==> config.mk <==
export PLATFORM = sky130hd
export DESIGN_NAME = sensor_snapshot_regs
export DESIGN_NICKNAME = d
export VERILOG_FILES = /design/src/rtl/sensor_regmap_pkg.sv /design/src/rtl/sensor_chan_slot.sv /design/src/rtl/sensor_snapshot_regs.sv
export SDC_FILE = /design/constraint.sdc
export NUM_CORES = 1
export LEC_CHECK = 0
export CAP_MARGIN = 30
export CORE_MARGIN = 3
export CORE_UTILIZATION = 56
export CTS_CLUSTER_DIAMETER = 60
export CTS_CLUSTER_SIZE = 10
export DETAILED_ROUTE_END_ITERATION = 6
export GPL_TIMING_DRIVEN = 0
export MAX_ROUTING_LAYER = met4
export PLACE_DENSITY = 0.76
export SETUP_SLACK_MARGIN = 0.5
export SLEW_MARGIN = 5
export SYNTH_ARGS = -nofsm -noshare
export SYNTH_HDL_FRONTEND = slang
export SYNTH_HIERARCHICAL = 1
export SYNTH_SLANG_ARGS = --single-unit
export TNS_END_PERCENT = 5
==> constraint.sdc <==
create_clock -name clk -period 4.07 [get_ports clk]
set_input_delay 0.814 -clock clk [delete_from_list [all_inputs] [get_ports clk]]
set_output_delay 0.814 -clock clk [all_outputs]
set_load 0.03 [all_outputs]
==> src/rtl/sensor_regmap_pkg.sv <==
// sensor_regmap_pkg: register map constants and layout helpers for the sensor snapshot bank
package sensor_regmap_pkg;
    localparam int ADDR_ID    = 0;
    localparam int ADDR_SEQ   = 1;
    localparam int ADDR_STAT  = 2;
    localparam int ADDR_FRESH = 3;
    localparam logic [7:0] ID_VAL_DEFAULT = 8'hA5;

    // First snapshot data address: fixed registers plus one fresh byte per 8 channels
    function automatic int calc_base(input int num_ch);
        return ADDR_FRESH + (num_ch + 7) / 8;
    endfunction
endpackage

==> src/rtl/sensor_chan_slot.sv <==
// sensor_chan_slot: live/snapshot storage and freshness tracking for one sensor channel
module sensor_chan_slot #(
    parameter int CH_WIDTH = 24
) (
    input  logic                clk,
    input  logic                rst,
    input  logic [CH_WIDTH-1:0] data_i,
    input  logic                valid_i,
    input  logic                snap_i,
    output logic [CH_WIDTH-1:0] snap_o,
    output logic                fresh_o,
    output logic                ovr_o
);
    logic [CH_WIDTH-1:0] live_q, live_d, snap_q, snap_d;
    logic                fresh_live_q, fresh_live_d, fresh_snap_q, fresh_snap_d;

    // A new sample keeps the channel fresh even when a snapshot takes the old value
    always_comb begin
        live_d       = valid_i ? data_i : live_q;
        snap_d       = snap_i ? live_q : snap_q;
        fresh_live_d = valid_i | (fresh_live_q & ~snap_i);
        fresh_snap_d = snap_i ? fresh_live_q : fresh_snap_q;
    end

    // Channel state registers
    always_ff @(posedge clk or posedge rst) begin
        if (rst) begin
            live_q       <= '0;
            snap_q       <= '0;
            fresh_live_q <= 1'b0;
            fresh_snap_q <= 1'b0;
        end else begin
            live_q       <= live_d;
            snap_q       <= snap_d;
            fresh_live_q <= fresh_live_d;
            fresh_snap_q <= fresh_snap_d;
        end
    end

    assign snap_o  = snap_q;
    assign fresh_o = fresh_snap_q;
    assign ovr_o   = valid_i & fresh_live_q;
endmodule

==> src/rtl/sensor_snapshot_regs.sv <==
// sensor_snapshot_regs: byte-addressed register bank with atomic multi-channel snapshot
module sensor_snapshot_regs
    import sensor_regmap_pkg::*;
#(
    parameter int         NUM_CH   = 12,
    parameter int         CH_WIDTH = 24,
    parameter int         ADDR_W   = 8,
    parameter logic [7:0] ID_VAL   = ID_VAL_DEFAULT
) (
    input  logic                       clk,
    input  logic                       rst,
    input  logic [NUM_CH*CH_WIDTH-1:0] ch_data_i,
    input  logic [NUM_CH-1:0]          ch_valid_i,
    input  logic                       snap_req_i,
    input  logic                       rd_en_i,
    input  logic [ADDR_W-1:0]          rd_addr_i,
    output logic [7:0]                 rd_data_o,
    output logic                       rd_valid_o,
    output logic                       rd_err_o,
    output logic [7:0]                 seq_o
);
    localparam int BPC  = CH_WIDTH / 8;
    localparam int FB   = (NUM_CH + 7) / 8;
    localparam int BASE = calc_base(NUM_CH);

    if (CH_WIDTH % 8 != 0 || BASE + NUM_CH * BPC > 2 ** ADDR_W) begin : g_bad_cfg
        $error("sensor_snapshot_regs: channel layout does not fit the address space");
    end

    logic [NUM_CH*CH_WIDTH-1:0] snap_flat;
    logic [NUM_CH-1:0]          fresh_snap, ovr_hit;
    logic [FB*8-1:0]            fresh_pad;
    logic [7:0]                 seq_q, seq_d, rd_data_q, rd_data_d, rd_byte;
    logic                       ovr_q, ovr_d, rd_valid_q, rd_valid_d, rd_err_q, rd_err_d;
    logic                       hit, stat_rd;

    for (genvar k = 0; k < NUM_CH; k++) begin : g_slot
        sensor_chan_slot #(.CH_WIDTH(CH_WIDTH)) u_slot (
            .clk     (clk),
            .rst     (rst),
            .data_i  (ch_data_i[k*CH_WIDTH +: CH_WIDTH]),
            .valid_i (ch_valid_i[k]),
            .snap_i  (snap_req_i),
            .snap_o  (snap_flat[k*CH_WIDTH +: CH_WIDTH]),
            .fresh_o (fresh_snap[k]),
            .ovr_o   (ovr_hit[k])
        );
    end

    assign fresh_pad = (FB*8)'(fresh_snap);

    // Address decode: fixed registers, fresh bitmap bytes, then snapshot bytes MSB first
    always_comb begin
        rd_byte = 8'h00;
        hit     = 1'b1;
        if (rd_addr_i == ADDR_W'(ADDR_ID))
            rd_byte = ID_VAL;
        else if (rd_addr_i == ADDR_W'(ADDR_SEQ))
            rd_byte = seq_q;
        else if (rd_addr_i == ADDR_W'(ADDR_STAT))
            rd_byte = {7'b0, ovr_q};
        else begin
            hit = 1'b0;
            for (int i = 0; i < FB; i++)
                if (rd_addr_i == ADDR_W'(ADDR_FRESH + i)) begin
                    rd_byte = fresh_pad[i*8 +: 8];
                    hit     = 1'b1;
                end
            for (int c = 0; c < NUM_CH; c++)
                for (int b = 0; b < BPC; b++)
                    if (rd_addr_i == ADDR_W'(BASE + c * BPC + b)) begin
                        rd_byte = snap_flat[c*CH_WIDTH + CH_WIDTH - 8 - 8*b +: 8];
                        hit     = 1'b1;
                    end
        end
    end

    // Overrun set beats the clearing read; reads see pre-update seq and bank
    always_comb begin
        stat_rd    = rd_en_i && rd_addr_i == ADDR_W'(ADDR_STAT);
        seq_d      = seq_q + {7'b0, snap_req_i};
        ovr_d      = (|ovr_hit) | (ovr_q & ~stat_rd);
        rd_data_d  = rd_en_i ? rd_byte : rd_data_q;
        rd_valid_d = rd_en_i;
        rd_err_d   = rd_en_i & ~hit;
    end

    // Status and read-port registers
    always_ff @(posedge clk or posedge rst) begin
        if (rst) begin
            seq_q      <= 8'h00;
            ovr_q      <= 1'b0;
            rd_data_q  <= 8'h00;
            rd_valid_q <= 1'b0;
            rd_err_q   <= 1'b0;
        end else begin
            seq_q      <= seq_d;
            ovr_q      <= ovr_d;
            rd_data_q  <= rd_data_d;
            rd_valid_q <= rd_valid_d;
            rd_err_q   <= rd_err_d;
        end
    end

    assign rd_data_o  = rd_data_q;
    assign rd_valid_o = rd_valid_q;
    assign rd_err_o   = rd_err_q;
    assign seq_o      = seq_q;
endmodule

# Word level (Yosys, flattened, before mapping)
# Index checks and enable logic that the tools add are counted.
# word_totals
regBits	619
latch_bits	0
ramBits	0
rom_bits	0
inputBits	312
output_inout_bits	18
word_cells	221
memories	0
# classes
addsub	1
multipliers	0
div	0
magnitude_cmp	0
eq_ne	40
shifts	0
n_mux	82
bitwise_logic	42
n_reduce_logical	3
# ops
operator	count
$mux 8	41
$eq 8x5->1 const B	16
$eq 8x6->1 const B	9
$eq 8x4->1 const B	8
$mux 1	41
$eq 8x3->1 const B	4
$and 1x1->1	26
$eq 8x2->1 const B	2
$or 1x1->1	13
$reduce_or 12->1	1
$add 8x1->8	1
$eq 8x1->1 const B	1
$logic_not 8->1	1
$not 1->1	3
$logic_and 1x1->1	1

# Longest topological paths before layout
# Gate-level depths: netlist of run 1.
# depth
depth_word	44
mapped_depth	12
ltp_nobuf	7

# Cells and area by module
# Netlist of run 1, hierarchy kept.
# modules_own_cells
mod	instances	cells_each	area_per_inst_um2	seq_area_each_um2
sensor_chan_slot	12	109	2060.7	1251.2
sensor_snapshot_regs	1	719	4883.4	475.5

# Least setup slack after synthesis of run 1
# Ideal clock, no wire load.
# synth_path
path_kind	input port to flip-flop
startpoint	input rd_addr_i[4]
endpoint	register rd_data_q[6], in the netlist rd_data_o[6]
setup_time_ns	0.119
arrival_time_ns	2.586
path_slack_ns	1.365
stages	7
path_buffers	1
path_cell_list	buf_6 or4_4 nor2_2 a21oi_2 a32o_1 or4_1 o21a_1
# synth_via
elab_chain_len	42
word_cells_on_any_way	82
cone_classes	40 x eq/ne; 41 x mux; 1 x reduce/logical
# synth_rtl
item	line	rtl
from (decl)	sensor_snapshot_regs.sv:16	input logic [ADDR_W-1:0] rd_addr_i,
$eq 8x2->1	sensor_snapshot_regs.sv:65	if (rd_addr_i == ADDR_W'(ADDR_FRESH + i)) begin
$mux 8 (2 in a row)	sensor_snapshot_regs.sv:65	
$mux 8 (36 in a row)	sensor_snapshot_regs.sv:71	if (rd_addr_i == ADDR_W'(BASE + c * BPC + b)) begin
$mux 8	sensor_snapshot_regs.sv:60	else if (rd_addr_i == ADDR_W'(ADDR_STAT))
$mux 8	sensor_snapshot_regs.sv:58	else if (rd_addr_i == ADDR_W'(ADDR_SEQ))
$mux 8 *	sensor_snapshot_regs.sv:56	if (rd_addr_i == ADDR_W'(ADDR_ID))
to (signal assigned)	sensor_snapshot_regs.sv:99	rd_data_q <= rd_data_d;
to (decl)	sensor_snapshot_regs.sv:33	logic [7:0] seq_q, seq_d, rd_data_q, rd_data_d, rd_byte;
# Every way passes the cells marked *; elsewhere a longest branch is shown, timed or not.
# A chain may end at the register's enable or synchronous reset.

# Worst setup path after layout of run 1
# layout_path
startpoint	input rd_addr_i[0]
endpoint	register rd_data_q[7], in the netlist rd_data_o[7]
# Same word-level chain as after synthesis.

==> run_results.csv, run 1 <==
group,metric,value,unit
power,combinational_cell_fraction_of_total_power,16.8,%
cts,cts-root-buf,"sky130_fd_sc_hd__clkbuf_16",
floorplanning,die_h,236,um
power,power_per_cell_area,443,nW/um^2
worst_setup_path,worstPathRequired,4.55,ns
cts,max-clock-path-buffers,3,
timing,final_min_period_over_clock_period,90.7,%
logic_synthesis,netlist_area,29600,um^2
timing,finalSetupTns,0,ns
timing,setup_viol_count_final,0,
routing,drt_pass_1_iters,6,
worst_setup_path,rr_startpoint,"g_slot[3].u_slot/snap_o[15]$_DFFE_PP0P_",
place,postPlaceCellArea,33900,um^2
logic_synthesis,synth.yosys.seq_area_share,52.3,%
routing,drt-vias-per-instance,6.24,
power,seqPwrFrac,48.6,%
routing,drt_wl_total,96000,um
routing,via_count_of_the_routed_design,19500,
logic_synthesis,ys.warnings.count,6,
logic_synthesis,yosys_most_used_dff,"sky130_fd_sc_hd__dfrtp_1",
worst_setup_path,regToRegEndpoint,"rd_data_o[7]$_DFFE_PP0P_",
cts,clk_transition_reported_paths,0.05,ns
power,p_sw_share,26.3,%
worst_setup_path,reg2reg_depth,7,
hold_path,worst_hold_startpoint,"g_slot[11].u_slot/live_q[20]$_DFFE_PP0P_",
worst_setup_path,cp_slowest_stage_delay,0.58,ns
final_layout,post-route-cell-area,35900,um^2
floorplanning,dieWidth,236,um
worst_setup_path,critical_path_peak_fanout,10,
timing,clock_skew,0.0137,ns
cts,cts_sinks,619,
floorplanning,boundaryPins,330,
timing,rsz0062_at_grt,"true",
timing,slew_headroom,30.6,%
grt,initial_antenna_violation_count,5,
cts,cts_tree,"built",
floorplanning,placement_rows,83,
logic_synthesis,yosysTopAreaCellShare,52.3,%
power,total_switching_power,4.19,mW
run_status,outcome,"completed",
worst_setup_path,critPathLaunchType,"input pin",
power,p_total,15.9,mW
worst_setup_path,critical_path.n_buffers_inverters,4,
final_layout,n_fill_cell,3566,
final_layout,layout.area.seq,15500,um^2
routing,avgRoutedWirePerCell,30.7,um
floorplanning,die_footprint,55700,um^2
power,total_leakage_power,16.1,nW
worst_setup_path,cpLargestDelayFamily,"compound AO/OA/AOI/OAI gates",
final_layout,cell_count_final_fillers_out,3123,
cts,numCtsBuffers,73,
grt,grtUsageMet1,49.0,%
logic_synthesis,yosysUniqueCellTypes,89,
flow_run,maxCapViolations,0,
final_layout,design.final.nets,2747,
logic_synthesis,post-synth-top-area-cell,"sky130_fd_sc_hd__dfrtp_1",
grt,busiest_layer,"met2",
worst_setup_path,critical_path.cell_chain,"clkdlybuf4s50_1 -> buf_2 -> buf_2 -> clkbuf_4 -> a2bb2oi_1 -> o221ai_1 -> a311o_1 -> a211o_1 -> a31oi_2 -> o21ai_1",
timing,max_freq,271,MHz
power,cellInternalPower,11.7,mW
logic_synthesis,synth-edff-count,0,
floorplanning,core_area,51800,um^2
timing,layout_min_cycle_time,3.69,ns
worst_setup_path,crit_path_top_delay_cell,"sky130_fd_sc_hd__clkdlybuf4s50_1",
grt,maximum_number_of_pins_on_one_net_before_global_route_repair,39,
timing,timing.final.max_slew_violations,0,
logic_synthesis,cell_count_after_synthesis,2027,
worst_setup_path,r2r_setup_slk,1.51,ns
worst_setup_path,cell_seen_most_often_among_critical_path_stages,"sky130_fd_sc_hd__buf_2",
hold_path,worst_hold_path_type,"reg -> reg",
final_layout,area_overhead_vs_synth,21.2,%
routing,detail_route.drc_violations,0,
logic_synthesis,ys_ff_latch,619,
cts,insertion_delay,0.60,ns
logic_synthesis,synth.most_common_cell,"sky130_fd_sc_hd__dfrtp_1",
grt,grt_first_pass_wirelength,141000,um
power,vdd_drop_max,0.000327,V
place,placement.io_buffers,314,
grt,grt_use_met2,52.4,%
timing,report.final.hold_viol_count,0,
hold_path,holdPathStages,1,
logic_synthesis,synth.cells.most_frequent,"sky130_fd_sc_hd__dfrtp_1 (619), sky130_fd_sc_hd__mux2_4 (444), sky130_fd_sc_hd__mux2_2 (154)",
place,dpl_worst_slack,-0.667,ns
logic_synthesis,ys_top_cells_by_area,"sky130_fd_sc_hd__dfrtp_1 (52%), sky130_fd_sc_hd__mux2_4 (23%), sky130_fd_sc_hd__mux2_2 (5.9%)",
place,place.gp.congestion,1.01,
grt,globalRouteMet3Util,7.95,%
floorplanning,initial_core_util,57.1,%
final_layout,multi_input_comb_area,12500,um^2
cts,cts_post_setup_buffers_inserted,0,
timing,worst_pin_slew,1.03,ns
grt,gr-usage-all-layers,35.3,%
logic_synthesis,synthesis.nets,2341,
worst_setup_path,timing.critical_path.arrival,4.17,ns
final_layout,post_route_cells_drive_above_1_share,35.5,%
worst_setup_path,crit_type,"in -> reg",
routing,first_iter_violations,2008,
timing,fin_ws,0.380,ns
hold_path,hold-path-endpoint,"g_slot[11].u_slot/snap_o[20]$_DFFE_PP0P_",
worst_setup_path,critPathCaptureType,"register",
cts,cts_htree_levels,3,
grt,gr-total-overflow,0,
power,clockPowerShare,34.7,%
routing,antenna_left,0,
logic_synthesis,async_flop_share,100,%
place,placed_cells,3036,
place,dp.final_hpwl,71400,um
grt,grt_pass1_vias,20400,
logic_synthesis,synthesis.area_per_instance,14.6,um^2
-- metal layers --
layer / vias to the layer above / share of wire [%]
met3: 184 / 7.9
met5: - / 0
met2: 940 / 45
li1: 8212 / -
met1: 10100 / 43
met4: 0 / 3.3
-- state kept, by name, indices dropped and copies added, names as in the netlist --
| register | flops |
|---|---|
| rd_err_o | 1 |
| g_slot.u_slot/live_q | 288 |
| rd_valid_o | 1 |
| seq_o | 8 |
| rd_data_o | 8 |
| g_slot.u_slot/fresh_o | 12 |
| g_slot.u_slot/snap_o | 288 |
| g_slot.u_slot/fresh_live_q | 12 |
| ovr_q | 1 |
-- worst reg2reg max path: stages (launching register included) --
cell and delay (ns):
sky130_fd_sc_hd__dfrtp_1 0.44, sky130_fd_sc_hd__nand2_1 0.10, sky130_fd_sc_hd__a221oi_1 0.76, sky130_fd_sc_hd__o211ai_1 0.35, sky130_fd_sc_hd__a21oi_1 0.25, sky130_fd_sc_hd__a211o_1 0.24
sky130_fd_sc_hd__a31oi_2 0.18, sky130_fd_sc_hd__o21ai_1 0.18
-- how the worst max path moves through the flow --
stage	startpoint	end	slack, ns	cells past startpoint
finish	rd_addr_i[0]	rd_data_o[7]$_DFFE_PP0P_	0.38	10
global route	rd_addr_i[0]	rd_data_o[7]$_DFFE_PP0P_	0.41	10
CTS	rd_addr_i[0]	rd_data_o[7]$_DFFE_PP0P_	0.42	10
detailed placement	rd_addr_i[0]	rd_data_o[0]$_DFFE_PP0P_	-0.67	11
global placement	rd_addr_i[0]	rd_data_o[0]$_DFFE_PP0P_	-0.70	11
floorplan	rd_addr_i[4]	rd_data_o[6]$_DFFE_PP0P_	1.37	7
-- repair_timing --
item                       4_1_cts  5_1_grt
setup endpoints to repair        7        7
gates resized for setup         13       15
pin swaps                        0        1
hold buffers                     0        0
-- cell families (layout without fill, tap and decap cells) --
| group | Yosys count | count (layout) | synth area share, % |
|---|---|---|---|
| other | 0 | 3 | 0 |
| DFF | 619 | 619 | 52.3 |
| muxes | 615 | 615 | 28.9 |
| buffers and inverters | 176 | 589 | 5.57 |
| AOI/OAI and AO/OA | 344 | 344 | 8.10 |
| and+or+nand+nor | 264 | 264 | 4.77 |
| xor gates and xnor gates | 6 | 6 | 0.177 |
| adders and majority gates | 3 | 3 | 0.123 |
-- power by group through the flow --
stage	Clock (mW)	Sequential (mW)	Combinational, mW
after floorplan	0	7.44	1.74
after global placement	0	7.76	2.52
after detailed placement	0	7.78	2.61
after CTS	5.61	7.69	2.65
after global routing	5.87	7.77	2.80
final	5.51	7.72	2.67
-- area by class of cell --
cell class                 count  share of cell area [%]
sequential                   619                    43.2
multi-input combinational   1232                    34.9
buffer                       142                    4.33
clock inverter                 8                   0.178
timing repair buffer         331                    9.58
inverter                      34                   0.356
clock buffer                  74                    5.10
tap                          680                    2.37
antenna                        3                  0.0209
-- cells in the final DEF, fill, tap and decap left out, types with 8 or more instances in the layout --
cell type                         count
sky130_fd_sc_hd__o21ai_0             61
sky130_fd_sc_hd__nor2_1              60
sky130_fd_sc_hd__nor3_1              26
sky130_fd_sc_hd__inv_2               14
sky130_fd_sc_hd__a211o_1              8
sky130_fd_sc_hd__a21o_1              14
sky130_fd_sc_hd__o221ai_1            14
sky130_fd_sc_hd__o21a_1              13
sky130_fd_sc_hd__o211ai_1             8
sky130_fd_sc_hd__o22ai_1             22
sky130_fd_sc_hd__mux2i_1             17
sky130_fd_sc_hd__inv_1               20
sky130_fd_sc_hd__mux2_4             444
sky130_fd_sc_hd__mux2_2             154
sky130_fd_sc_hd__clkbuf_1            16
sky130_fd_sc_hd__dfrtp_1            619
sky130_fd_sc_hd__a211oi_1            10
sky130_fd_sc_hd__nand2_1             56
sky130_fd_sc_hd__and2_1              16
sky130_fd_sc_hd__nand2b_1             8
sky130_fd_sc_hd__clkbuf_16           73
sky130_fd_sc_hd__buf_8               12
sky130_fd_sc_hd__clkdlybuf4s50_1    312
sky130_fd_sc_hd__buf_4               10
sky130_fd_sc_hd__buf_6               27
sky130_fd_sc_hd__a221oi_1            15
sky130_fd_sc_hd__buf_12              47
sky130_fd_sc_hd__a2bb2oi_1           10
sky130_fd_sc_hd__a22oi_1             15
sky130_fd_sc_hd__nand3_1             23
sky130_fd_sc_hd__buf_2               35
sky130_fd_sc_hd__nor2b_1             14
sky130_fd_sc_hd__a21oi_1             66
-- per-stage QoR --
step	util (%)	hold WS, ns
3_5_place_dp	65.4	0.489
5_1_grt	69.2	0.512
6_report	69.2	0.500
4_1_cts	69.1	0.499
2_1_floorplan	-	0.468
3_3_place_gp	64.9	0.479
No activity file was read; power rests on OpenSTA's default activity.
==> run 2, diff against run 1 <==
Settings changed: CORE_UTILIZATION 56 to 55, PLACE_DENSITY 0.76 to 0.8.
==> run_results.csv, run 2 (synthesis results as in run 1) <==
group,metric,value,unit
timing,rsz0062_at_grt,"true",
place,dp.final_hpwl,71900,um
routing,first_iter_violations,2017,
final_layout,post_route_cells_drive_above_1_share,35.6,%
final_layout,n_fill_cell,3544,
cts,numCtsBuffers,74,
final_layout,layout.cells.most_common_list,"sky130_fd_sc_hd__dfrtp_1 (619), sky130_fd_sc_hd__mux2_4 (444), sky130_fd_sc_hd__clkdlybuf4s50_1 (312)",
cts,cts-root-buf,"sky130_fd_sc_hd__clkbuf_16",
power,total_leakage_power,16.1,nW
timing,worst_pin_slew,0.977,ns
cts,cts_post_setup_buffers_inserted,0,
routing,drt_pass_1_iters,5,
grt,gr-usage-all-layers,35.6,%
timing,layout_min_cycle_time,3.70,ns
cts,clk_transition_reported_paths,0.05,ns
cts,insertion_delay,0.62,ns
final_layout,design.final.nets,2746,
timing,clock_skew,0.0203,ns
worst_setup_path,reg2reg_depth,7,
cts,max-clock-path-buffers,3,
routing,drt-vias-per-instance,6.27,
hold_path,worst_hold_path_type,"in -> async",
power,cellInternalPower,12.0,mW
worst_setup_path,timing.critical_path.arrival,4.21,ns
power,clockPowerShare,35.7,%
worst_setup_path,crit_type,"in -> reg",
grt,grt_first_pass_wirelength,143000,um
power,vdd_drop_max,0.000333,V
routing,avgRoutedWirePerCell,31.1,um
power,p_total,16.2,mW
final_layout,mostFrequentLayoutCell,"sky130_fd_sc_hd__dfrtp_1",
grt,gr-total-overflow,0,
timing,report.final.hold_viol_count,0,
worst_setup_path,endpoint,"rd_data_o[5]$_DFFE_PP0P_",
floorplanning,placement_rows,84,
worst_setup_path,regToRegEndpoint,"rd_data_o[7]$_DFFE_PP0P_",
floorplanning,boundaryPins,330,
floorplanning,die_footprint,56700,um^2
floorplanning,initial_core_util,56.0,%
timing,setup_viol_count_final,0,
worst_setup_path,critPathCaptureType,"register",
power,combinational_cell_fraction_of_total_power,16.6,%
timing,timing.final.max_slew_violations,0,
worst_setup_path,critical_path_peak_fanout,10,
timing,slew_headroom,33.2,%
floorplanning,dieWidth,238,um
timing,final_min_period_over_clock_period,91.0,%
run_status,outcome,"completed",
timing,finalSetupTns,0,ns
power,power_per_cell_area,449,nW/um^2
worst_setup_path,rr_startpoint,"g_slot[3].u_slot/snap_o[15]$_DFFE_PP0P_",
floorplanning,core_area,52900,um^2
routing,detail_route.drc_violations,0,
routing,antenna_left,0,
place,placement.io_buffers,314,
routing,drt_wl_total,97200,um
place,place.gp.congestion,1.04,
final_layout,area_overhead_vs_synth,21.5,%
flow_run,maxCapViolations,0,
worst_setup_path,worstPathRequired,4.58,ns
worst_setup_path,crit_path_start,"rd_addr_i[0]",
grt,grt_pass1_vias,21100,
cts,cts_tree,"built",
timing,max_freq,270,MHz
cts,cts_htree_levels,3,
floorplanning,die_h,238,um
routing,via_count_of_the_routed_design,19600,
power,seqPwrFrac,47.7,%
worst_setup_path,r2r_setup_slk,1.63,ns
power,p_sw_share,26.0,%
power,total_switching_power,4.20,mW
worst_setup_path,critPathLaunchType,"input pin",
grt,initial_antenna_violation_count,5,
grt,maximum_number_of_pins_on_one_net_before_global_route_repair,45,
cts,cts_sinks,619,
-- run 2: cell count changes in the layout (fill, tap and decap cells not counted), sizes merged --
cell          previous run  this run
inv                     39        38
clkbuf                  97       101
dlymetal6s2s             1         0
bufinv                   0         2
clkinvlp                 2         0
buf                    136       133
-- run 2: how the worst min path moves through the flow --
stage,endpoint,cells after the start
floorplan,g_slot[0].u_slot/fresh_live_q$_DFF_PP0_,1
global placement,g_slot[7].u_slot/fresh_live_q$_DFF_PP0_,1
detailed placement,g_slot[9].u_slot/fresh_live_q$_DFF_PP0_,1
CTS,g_slot[6].u_slot/live_q[20]$_DFFE_PP0P_,2
global route,g_slot[6].u_slot/live_q[23]$_DFFE_PP0P_,2
finish,g_slot[6].u_slot/live_q[19]$_DFFE_PP0P_,2
-- run 2: layout make-up --
class                   count  area, um^2  area share, %
multi-input cells        1232       12500           34.8
flip-flops and latches    619       15500           43.0
diodes                      3        7.51         0.0209
repair buffers            329        3410           9.47
well taps                 688         861           2.39
clock buffers              76        1900           5.28
clock inverters             7         111          0.309
plain buffers             142        1560           4.33
inverters                  34         128          0.355
-- run 2: stage by stage --
stage	hold slack, ns	setup WS [ns]	utilization [%]	cell area (um^2)	instances
3_5_place_dp	0.486	-0.650	64.1	33900	3044
3_3_place_gp	0.478	-0.637	63.6	33600	3029
5_1_grt	0.490	0.432	68.1	36000	3130
6_report	0.499	0.366	68.1	36000	3130
2_1_floorplan	0.468	1.37	-	29600	2027
4_1_cts	0.454	0.413	68.0	35900	3127
-- run 2: timing repair --
action,CTS,global route
hold buffers,0,0
endpoints found under the setup margin,7,9
pin swaps,0,1
resized for setup,12,19
-- run 2: critical path, cell delays in order --
cell	delay, ns
sky130_fd_sc_hd__clkdlybuf4s50_1	0.56
sky130_fd_sc_hd__buf_2	0.30
sky130_fd_sc_hd__buf_4	0.32
sky130_fd_sc_hd__nand2_1	0.49
sky130_fd_sc_hd__nor3_4	0.58
sky130_fd_sc_hd__a2bb2oi_1	0.14
sky130_fd_sc_hd__o22ai_1	0.47
sky130_fd_sc_hd__nor4_4	0.11
sky130_fd_sc_hd__o22ai_1	0.24
sky130_fd_sc_hd__o2bb2ai_1	0.18
-- run 2: power groups by stage --
stage               logic, mW  registers (mW)  clock network [mW]
floorplan                1.74            7.44                   0
global placement         2.53            7.74                   0
detailed placement       2.63            7.76                   0
CTS                      2.66            7.68                5.88
global route             2.82            7.76                6.12
finish                   2.68            7.71                5.76
-- run 2: routing by layer --
metal / track usage (%) / routed length (um)
met1: 48.1 / 41000
met2: 54.4 / 45000
met3: 7.66 / 8000
met4: 11.1 / 3180
met5: - / 0
